===== config.mk =====
export PLATFORM = sky130hd
export DESIGN_NAME = cpu7_ifu_fcl_flat
export DESIGN_NICKNAME = d
export VERILOG_FILES = /design/src/rtl/cpu7_ifu_fcl_if.sv /design/src/rtl/cpu7_ifu_fcl.sv /design/src/flat_wrapper.sv
export SDC_FILE = /design/constraint.sdc
export NUM_CORES = 1
export LEC_CHECK = 0
export ABC_AREA = 1
export CORE_ASPECT_RATIO = 1.5
export CORE_UTILIZATION = 35
export CTS_BUF_LIST = sky130_fd_sc_hd__clkbuf_4
export DETAILED_ROUTE_END_ITERATION = 6
export PLACE_DENSITY = 0.63
export SYNTH_ARGS = -nofsm -noshare
export SYNTH_HDL_FRONTEND = slang
export SYNTH_SLANG_ARGS = --single-unit
export TNS_END_PERCENT = 50

===== constraint.sdc =====
create_clock -name clock -period 2.25 [get_ports clock]
set_input_delay 0.225 -clock clock [delete_from_list [all_inputs] [get_ports clock]]
set_output_delay 0.225 -clock clock [all_outputs]
set_load 0.01 [all_outputs]

===== src/rtl/cpu7_ifu_fcl_if.sv =====
// Fetch-control interface: icache handshake, redirect/backpressure inputs,
// PC-before-fetch mux selects and delivery/status outputs.
interface cpu7_ifu_fcl_if;
   logic        inst_addr_ok;
   logic        inst_valid;
   logic        br_cancel;
   logic        de_stall;
   logic        inst_req;
   logic        inst_cancel;
   logic        fcl_fdp_pcbf_sel_init_l;
   logic        fcl_fdp_pcbf_sel_old_l;
   logic        fcl_fdp_pcbf_sel_pcinc_l;
   logic        fcl_fdp_pcbf_sel_brpc_l;
   logic        fcl_port0_valid;
   logic        fcl_tmo_err;
   logic [31:0] fcl_fetch_cnt;

   // fetch control side
   modport master (
      input  inst_addr_ok, inst_valid, br_cancel, de_stall,
      output inst_req, inst_cancel,
      output fcl_fdp_pcbf_sel_init_l, fcl_fdp_pcbf_sel_old_l,
      output fcl_fdp_pcbf_sel_pcinc_l, fcl_fdp_pcbf_sel_brpc_l,
      output fcl_port0_valid, fcl_tmo_err, fcl_fetch_cnt
   );

   // icache / decode / datapath side
   modport slave (
      output inst_addr_ok, inst_valid, br_cancel, de_stall,
      input  inst_req, inst_cancel,
      input  fcl_fdp_pcbf_sel_init_l, fcl_fdp_pcbf_sel_old_l,
      input  fcl_fdp_pcbf_sel_pcinc_l, fcl_fdp_pcbf_sel_brpc_l,
      input  fcl_port0_valid, fcl_tmo_err, fcl_fetch_cnt
   );
endinterface


===== src/rtl/cpu7_ifu_fcl.sv =====
// IFU fetch control: one outstanding icache request, wrong-path squash after
// br_cancel, decode throttling, PC-before-fetch select generation, fetch
// timeout monitor and delivered-instruction counter.
module cpu7_ifu_fcl #(
   parameter int TMO_W      = 8,
   parameter int TMO_CYCLES = 255
) (
   input  logic          clock,
   input  logic          reset,
   cpu7_ifu_fcl_if.master bus
);

   typedef enum logic [1:0] {S_REQ, S_WAIT, S_DROP} state_t;

   localparam logic [TMO_W-1:0] TMO_LIM = TMO_W'(TMO_CYCLES);
   localparam logic [TMO_W-1:0] TMO_MAX = '1;
   localparam logic [TMO_W-1:0] TMO_ONE = TMO_W'(1);

   state_t           state, state_nxt;
   logic [TMO_W-1:0] timer, timer_nxt, timer_inc;
   logic             req, pv, tmo_hit;
   logic             s_init, s_old, s_pcinc, s_brpc;
   logic             tmo_err;
   logic [31:0]      fetch_cnt;

   assign timer_inc = (timer == TMO_MAX) ? timer : timer + TMO_ONE;
   // Timeout only counts while a response is owed (WAIT or DROP).
   assign tmo_hit   = ~reset & ((state == S_WAIT) | (state == S_DROP)) & (timer == TMO_LIM);

   // Next-state, timer and one-hot select/handshake decode.
   always_comb begin
      state_nxt = state;
      timer_nxt = timer;
      req       = 1'b0;
      pv        = 1'b0;
      s_init    = 1'b0;
      s_old     = 1'b1;
      s_pcinc   = 1'b0;
      s_brpc    = 1'b0;
      if (reset) begin
         s_init    = 1'b1;
         s_old     = 1'b0;
         state_nxt = S_REQ;
         timer_nxt = '0;
      end else begin
         case (state)
            S_REQ: begin
               req = ~bus.de_stall & ~bus.br_cancel;
               if (bus.br_cancel) begin
                  s_old  = 1'b0;
                  s_brpc = 1'b1;
               end else if (req & bus.inst_addr_ok) begin
                  state_nxt = S_WAIT;
                  timer_nxt = '0;
               end
            end
            S_WAIT: begin
               if (bus.inst_valid & ~bus.br_cancel) begin
                  pv      = 1'b1;
                  s_old   = 1'b0;
                  s_pcinc = 1'b1;
                  req     = ~bus.de_stall;
                  // Back-to-back: a new address accepted alongside the response.
                  if (req & bus.inst_addr_ok) timer_nxt = '0;
                  else                        state_nxt = S_REQ;
               end else if (bus.br_cancel) begin
                  s_old     = 1'b0;
                  s_brpc    = 1'b1;
                  // Without a same-cycle response the old one is still owed.
                  state_nxt = bus.inst_valid ? S_REQ : S_DROP;
               end else begin
                  timer_nxt = timer_inc;
               end
            end
            S_DROP: begin
               if (bus.br_cancel) begin
                  s_old  = 1'b0;
                  s_brpc = 1'b1;
               end
               if (bus.inst_valid) state_nxt = S_REQ;
               else                timer_nxt = timer_inc;
            end
            default: state_nxt = S_REQ;
         endcase
      end
   end

   // State and timeout timer registers.
   always_ff @(posedge clock) begin
      if (reset) begin
         state <= S_REQ;
         timer <= '0;
      end else begin
         state <= state_nxt;
         timer <= timer_nxt;
      end
   end

   // Sticky timeout flag and delivered-instruction counter.
   always_ff @(posedge clock) begin
      if (reset) begin
         tmo_err   <= 1'b0;
         fetch_cnt <= 32'd0;
      end else begin
         if (tmo_hit) tmo_err   <= 1'b1;
         if (pv)      fetch_cnt <= fetch_cnt + 32'd1;
      end
   end

   assign bus.inst_req                 = req;
   assign bus.inst_cancel              = bus.br_cancel & ~reset;
   assign bus.fcl_fdp_pcbf_sel_init_l  = ~s_init;
   assign bus.fcl_fdp_pcbf_sel_old_l   = ~s_old;
   assign bus.fcl_fdp_pcbf_sel_pcinc_l = ~s_pcinc;
   assign bus.fcl_fdp_pcbf_sel_brpc_l  = ~s_brpc;
   assign bus.fcl_port0_valid          = pv;
   assign bus.fcl_tmo_err              = tmo_err;
   assign bus.fcl_fetch_cnt            = fetch_cnt;

endmodule

===== src/flat_wrapper.sv =====
// flat-port wrapper written by rule: the top's interface ports become plain ports
module cpu7_ifu_fcl_flat 
#(
   parameter int TMO_W      = 8,
   parameter int TMO_CYCLES = 255
)
  (clock, reset, bus_inst_addr_ok, bus_inst_valid, bus_br_cancel, bus_de_stall, bus_inst_req, bus_inst_cancel, bus_fcl_fdp_pcbf_sel_init_l, bus_fcl_fdp_pcbf_sel_old_l, bus_fcl_fdp_pcbf_sel_pcinc_l, bus_fcl_fdp_pcbf_sel_brpc_l, bus_fcl_port0_valid, bus_fcl_tmo_err, bus_fcl_fetch_cnt);
  cpu7_ifu_fcl_if bus_i ();
  input  logic clock;
  input  logic reset;
  input wire logic [$bits(bus_i.inst_addr_ok)-1:0] bus_inst_addr_ok;
  input wire logic [$bits(bus_i.inst_valid)-1:0] bus_inst_valid;
  input wire logic [$bits(bus_i.br_cancel)-1:0] bus_br_cancel;
  input wire logic [$bits(bus_i.de_stall)-1:0] bus_de_stall;
  output wire logic [$bits(bus_i.inst_req)-1:0] bus_inst_req;
  output wire logic [$bits(bus_i.inst_cancel)-1:0] bus_inst_cancel;
  output wire logic [$bits(bus_i.fcl_fdp_pcbf_sel_init_l)-1:0] bus_fcl_fdp_pcbf_sel_init_l;
  output wire logic [$bits(bus_i.fcl_fdp_pcbf_sel_old_l)-1:0] bus_fcl_fdp_pcbf_sel_old_l;
  output wire logic [$bits(bus_i.fcl_fdp_pcbf_sel_pcinc_l)-1:0] bus_fcl_fdp_pcbf_sel_pcinc_l;
  output wire logic [$bits(bus_i.fcl_fdp_pcbf_sel_brpc_l)-1:0] bus_fcl_fdp_pcbf_sel_brpc_l;
  output wire logic [$bits(bus_i.fcl_port0_valid)-1:0] bus_fcl_port0_valid;
  output wire logic [$bits(bus_i.fcl_tmo_err)-1:0] bus_fcl_tmo_err;
  output wire logic [$bits(bus_i.fcl_fetch_cnt)-1:0] bus_fcl_fetch_cnt;
  assign bus_i.inst_addr_ok = bus_inst_addr_ok;
  assign bus_i.inst_valid = bus_inst_valid;
  assign bus_i.br_cancel = bus_br_cancel;
  assign bus_i.de_stall = bus_de_stall;
  assign bus_inst_req = bus_i.inst_req;
  assign bus_inst_cancel = bus_i.inst_cancel;
  assign bus_fcl_fdp_pcbf_sel_init_l = bus_i.fcl_fdp_pcbf_sel_init_l;
  assign bus_fcl_fdp_pcbf_sel_old_l = bus_i.fcl_fdp_pcbf_sel_old_l;
  assign bus_fcl_fdp_pcbf_sel_pcinc_l = bus_i.fcl_fdp_pcbf_sel_pcinc_l;
  assign bus_fcl_fdp_pcbf_sel_brpc_l = bus_i.fcl_fdp_pcbf_sel_brpc_l;
  assign bus_fcl_port0_valid = bus_i.fcl_port0_valid;
  assign bus_fcl_tmo_err = bus_i.fcl_tmo_err;
  assign bus_fcl_fetch_cnt = bus_i.fcl_fetch_cnt;
  cpu7_ifu_fcl #(.TMO_W(TMO_W), .TMO_CYCLES(TMO_CYCLES)) u_core (.clock(clock), .reset(reset), .bus(bus_i));
endmodule

==> results of run 1 <==
[worst max-delay path by stage]
stage                     slack, ns                            to  depth (start not counted)
after floorplan                0.68               u_core.timer[1]                         12
after global placement         0.09               u_core.timer[6]                         10
after detailed placement       0.05               u_core.timer[6]                          8
after CTS                      0.05  bus_fcl_fdp_pcbf_sel_pcinc_l                          6
final                          0.14  bus_fcl_fdp_pcbf_sel_pcinc_l                          6
after global routing           0.03                  bus_inst_req                          5
[state kept, by name, summed over array words and instances (netlist names)]
signal                    flops
u_core.bus.fcl_fetch_cnt     32
u_core.state                  2
u_core.timer                  8
u_core.bus.fcl_tmo_err        1
[tightest hold or removal path: stages, from the launching register on]
cell	delay, ns
dfxtp_1	0.34
inv_1	0.05
a21oi_1	0.05
[report_power, final]
group | switching (mW) | internal (mW)
registers | 0.0352 | 0.796
logic | 0.367 | 0.210
clock network | 0.250 | 0.111
total | 0.653 | 1.12
[per-layer routing]
layer / part of all wire (%) / track usage (%) / wire length (um)
met5: 0 / 0 / 0
met4: 3.2 / 8.52 / 218
met3: 3.4 / 2.68 / 231
met2: 52 / 34.9 / 3520
met1: 41 / 19.7 / 2760
[synthesized netlist by cell type (3+ instances only)]
| cell | count |
|---|---|
| a21oi_1 | 17 |
| nand4_1 | 23 |
| nand3_1 | 24 |
| nor2_1 | 61 |
| dfxtp_1 | 43 |
| nand2_1 | 110 |
| nor2_8 | 3 |
| o21ai_0 | 8 |
| nand2_4 | 5 |
| ha_1 | 6 |
| nor3_1 | 9 |
| xor2_1 | 3 |
| nor2_4 | 4 |
| inv_1 | 66 |
| nand2_2 | 5 |
[repair_timing]
action | 4_1_cts | 5_1_grt
resized for setup | 6 | 3
gates cloned | 0 | 0
buffers inserted | 0 | 0
setup endpoints to repair | 3 | 8
[final cells by class]
| cell class | count | area (sq um) |
|---|---|---|
| inverters | 68 | 260 |
| clock buffers | 5 | 37.5 |
| clock inverters | 2 | 8.76 |
| multi-input cells | 296 | 1540 |
| repair buffers | 50 | 485 |
| fillers | 812 | 4010 |
| well taps | 100 | 125 |
| flip-flops and latches | 43 | 861 |
[kinds of logic after synthesis]
logic type               synth area share (%)
buffers and inverters                    11.3
AND/OR/NAND/NOR                          45.4
adder cells (fa/ha/maj)                  2.80
XOR/XNOR                                 1.64
flip-flops                               32.1
AO/OA/AOI/OAI                            6.73
[per-stage QoR]
| step | util, % | setup WS (ns) |
|---|---|---|
| floorplan | - | 0.681 |
| global placement | 44.4 | 0.0879 |
| detailed placement | 44.4 | 0.0492 |
| CTS | 45.1 | 0.0489 |
| global route | 45.3 | 0.0277 |
| finish | 45.3 | 0.141 |
==> flow_summary_export.csv, run 1 <==
group,metric,value,unit
run_status,status,"finished clean",
timing,finalSetupTns,0,ns
critical_path,path_delay_family,"buffers and inverters",
min_path,hold_class,"reg2reg",
critical_path,crit_start,"u_core.state[1]",
placement,place_area,3250,sq um
cts,clock_latency,0.35,ns
cts,tritoncts,"yes",
synth,syn-cell-area,2680,sq um
floorplanning,dieArea,8010,sq um
floorplanning,die_w,73.4,um
final_layout,fin_area,3320,sq um
synth,syn_inst,413,
synth,synth_top_area_share,32.1,%
synth,ys_types,34,
power_and_ir_drop,max-vdd-ir-drop,0.000505,V
critical_path,path_buf_inv,2,
critical_path,cp-end-kind,"output port",
routing,routedWlPerCell,11.9,um
timing,slew_violations,0,
placement,hpwl,5.31,mm
final_layout,final_nets,476,
critical_path,worst-setup-path-type,"reg2out",
synth,synth_area_leaders,"dfxtp_1 (32%), nand2_1 (15%), inv_1 (9.3%)",
grt,grt_pass1_wl,11.4,mm
timing,post-route-period-util,93.7,%
routing,wl,6.74,mm
timing,post-route-min-period,2.11,ns
final_layout,antenna_cells,0,
critical_path,crit_required,2.03,ns
synth,synthFlopType,"dfxtp_1",
power_and_ir_drop,leakage,1.42,nW
synth,ys_seq_area_share,32.1,%
min_path,hold_path_startpoint,"u_core.bus.fcl_tmo_err",
timing,hold_violations,0,
grt,grt.overflow.total,0,
cts,cts_made_buffers,5,
timing,finalSetupViolCount,0,
critical_path,rr_startpoint,"u_core.state[0]",
timing,whs,0.472,ns
timing,worst_slew_pin_slew,0.470,ns
critical_path,r2r_setup_slack,0.41,ns
floorplanning,coreArea,7320,sq um
floorplanning,die_y,109,um
final_layout,final_cell_mix,"nand2_1 (110), inv_1 (66), nor2_1 (60)",
routing,postRouteAntennaNets,0,
floorplanning,start_util,36.6,%
routing,avgViaCountPerCell,4.79,
cts,clk_pin_slew,0.13,ns
cts,clock_sinks,43,
routing,route.vias.total,2703,
final_layout,mostFrequentLayoutCell,"nand2_1",
floorplanning,row_count,38,
timing,finClkSkew,0.0110,ns
routing,drt-initial-drc-count,59,
routing,drc,0,
final_layout,syn_to_final_growth,23.9,%
timing,relSlewSlack,68.4,%
cts,clock_path_buffers,2,
critical_path,critPathMaxStageDelay,0.49,ns
cts,hold_buffers,0,
critical_path,crit_path_start_kind,"register",
grt,grt_pass1_vias,2510,
timing,fmax,0.474,GHz
power_and_ir_drop,powerDensity,534,nW/um^2
final_layout,layout.cells.non_filler,564,
critical_path,rr_endpoint,"u_core.timer[6]",
critical_path,arrival,1.88,ns
power_and_ir_drop,power,1.77,mW
floorplanning,num_io_pins,46,
placement,io_buffers,45,
cts,cts_root_buffer,"clkbuf_4",
job,cap_violations,0,
min_path,min_path_cells,2,
grt,antenna_found_initial,0,
synth,synth-edff-count,0,
routing,first_pass_iters,5,
synth,syn-num-nets,425,
cts,htreeDepth,2,
placement,place.gp.congestion,0.884,
critical_path,slowest_stage,"clkdlybuf4s50_1",
critical_path,cp_max_fo,7,
synth,synth.largest_area_cell,"dfxtp_1",
placement,placed_cells,557,
grt,grt_max_degree,16,
synth,ys_ff_latch,43,
critical_path,r2r_cells,8,
timing,rsz0062_at_grt,"no",
final_layout,drive_gt1_share,8.62,%
min_path,holdPathEnd,"u_core.bus.fcl_tmo_err",
grt,track_usage,18.5,%
critical_path,cp_common_cell,"nand2_4",
synth,yosysWarnings,0,
synth,syn_avg_cell_area,6.48,sq um
synth,synthArstFlopShare,0,%
critical_path,crit_chain,"inv_1, ha_4, nand2_4, nor2_4, nand2_4, clkdlybuf4s50_1",
No activity file was read; power rests on OpenSTA's default activity.
==> run 2: changes to the inputs <==
Settings changed: SKIP_LAST_GASP set to 1.
==> run 2 against run 1 <==
Compared with the run above:
- critical path depth did not move
- clock-buffer cell count did not move
- clock power barely moved
- die area did not move
- via count barely moved
- worst setup slack got worse by 0.058 ns
- register-to-register slack barely moved
- utilization fell by 0.12 points
- first-iteration DRC count rose by 42%
- combinational power fell by 3%
- fmax fell by 2.7%
- sequential cell count did not move
==> flow_summary_export.csv, run 2 (same netlist as run 1, synthesis figures left out) <==
group,metric,value,unit
final_layout,post-route-util,45.2,%
timing,slew_violations,0,
placement,hpwl,5.31,mm
final_layout,fillers,809,
grt,grt.overflow.total,0,
timing,post-route-period-util,96.3,%
final_layout,mostFrequentLayoutCell,"nand2_1",
timing,worst_slew_pin_slew,0.478,ns
critical_path,cp_max_fo,7,
critical_path,crit_required,2.03,ns
grt,track_usage,18.5,%
cts,clock_path_buffers,2,
final_layout,largest_reg_flops,32,
timing,relSlewSlack,68.1,%
placement,place_area,3250,sq um
critical_path,worst-setup-path-type,"reg2out",
floorplanning,die_w,73.4,um
final_layout,antenna_cells,0,
min_path,min_path_cells,2,
floorplanning,start_util,36.6,%
floorplanning,row_count,38,
routing,drt-initial-drc-count,84,
final_layout,layout.area.seq,861,sq um
grt,grt_max_degree,16,
final_layout,drive_gt1_share,8.41,%
job,cap_violations,0,
min_path,holdPathEnd,"u_core.bus.fcl_tmo_err",
critical_path,r2r_setup_slack,0.41,ns
critical_path,r2r_cells,10,
floorplanning,coreArea,7320,sq um
run_status,status,"finished clean",
routing,wl,6.72,mm
final_layout,final_nets,476,
final_layout,multi_input_area,1530,sq um
grt,grt_pass1_wl,11.4,mm
routing,first_pass_iters,4,
floorplanning,die_y,109,um
critical_path,rr_endpoint,"u_core.timer[6]",
min_path,hold_path_startpoint,"u_core.bus.fcl_tmo_err",
cts,tritoncts,"yes",
cts,htreeDepth,2,
power_and_ir_drop,power,1.75,mW
floorplanning,dieArea,8010,sq um
routing,avgViaCountPerCell,4.79,
cts,clock_latency,0.35,ns
cts,clk_pin_slew,0.13,ns
critical_path,arrival,1.94,ns
timing,post-route-min-period,2.17,ns
timing,hold_violations,0,
min_path,hold_class,"reg2reg",
cts,clock_sinks,43,
final_layout,final_cell_mix,"nand2_1 (110), inv_1 (66), nor2_1 (60)",
timing,finalSetupViolCount,0,
floorplanning,num_io_pins,46,
timing,whs,0.472,ns
critical_path,rr_startpoint,"u_core.state[1]",
cts,cts_made_buffers,5,
placement,place.gp.congestion,0.884,
critical_path,crit_path_start_kind,"register",
routing,drc,0,
cts,cts_root_buffer,"clkbuf_4",
final_layout,fin_area,3310,sq um
routing,routedWlPerCell,11.9,um
routing,postRouteAntennaNets,0,
power_and_ir_drop,max-vdd-ir-drop,0.000484,V
timing,finalSetupTns,0,ns
power_and_ir_drop,leakage,1.42,nW
grt,antenna_found_initial,0,
placement,io_buffers,45,
timing,fmax,0.461,GHz
grt,grt_pass1_vias,2511,
routing,route.vias.total,2704,
power_and_ir_drop,powerDensity,529,nW/um^2
timing,rsz0062_at_grt,"yes",
final_layout,syn_to_final_growth,23.6,%
cts,hold_buffers,0,
timing,finClkSkew,0.0121,ns
critical_path,cp-end-kind,"output port",
## run 2: changes by cell type in the layout (fill, tap and decap cells not counted), sizes merged
cell          change
dlygate4sd2       -1
dlymetal6s2s      +1
## run 2: timing repair
item                                    4_1_cts  5_1_grt
gates resized for setup                       5        2
endpoints found under the setup margin        3        9
cloned                                        0        0
setup buffers                                 0        0
## run 2: metrics by stage
step	instances	worst slack [ns]
2_1_floorplan	413	0.681
3_3_place_gp	557	0.0879
3_5_place_dp	557	0.0492
4_1_cts	564	-0.0547
5_1_grt	564	-0.0493
6_report	564	0.0824
## run 2: how the worst max path moves through the flow
stage                          startpoint                            to  slack, ns
final                     u_core.state[1]  bus_fcl_fdp_pcbf_sel_pcinc_l       0.08
after global routing      u_core.state[1]  bus_fcl_fdp_pcbf_sel_pcinc_l      -0.05
after CTS                 u_core.state[0]   bus_fcl_fdp_pcbf_sel_brpc_l      -0.05
after detailed placement    bus_br_cancel               u_core.timer[6]       0.05
after global placement     bus_inst_valid               u_core.timer[6]       0.09
after floorplan           u_core.state[1]               u_core.timer[1]       0.68
## run 2: final cells by class
cell class	count	area share [%]
Clock buffer	5	1.13
Clock inverter	2	0.265
Inverter	68	7.87
Multi-Input combinational cell	296	46.1
Sequential cell	43	26.0
Tap cell	100	3.78
Timing Repair Buffer	50	14.8
## run 2: critical path, cell delays in order (launching register included)
cell and delay [ns]:
dfxtp_1 0.34, inv_1 0.10, ha_2 0.29, nand2_4 0.11
nor2_4 0.18, nand2_4 0.10, clkdlybuf4s50_1 0.49
## run 2: routing by layer
metal	track usage, %	up-vias	wire length [um]
met3	2.68	15	238
met5	0	-	0
met2	34.9	59	3520
met4	8.52	0	218
met1	19.6	1228	2750
li1	-	1402	-
## run 2: where the power goes
part / total (mW) / leakage (nW) / internal (mW) / switching [mW]
Clock: 0.361 / 0.0285 / 0.111 / 0.249
Combinational: 0.561 / 1.04 / 0.200 / 0.361
Sequential: 0.828 / 0.347 / 0.796 / 0.0316
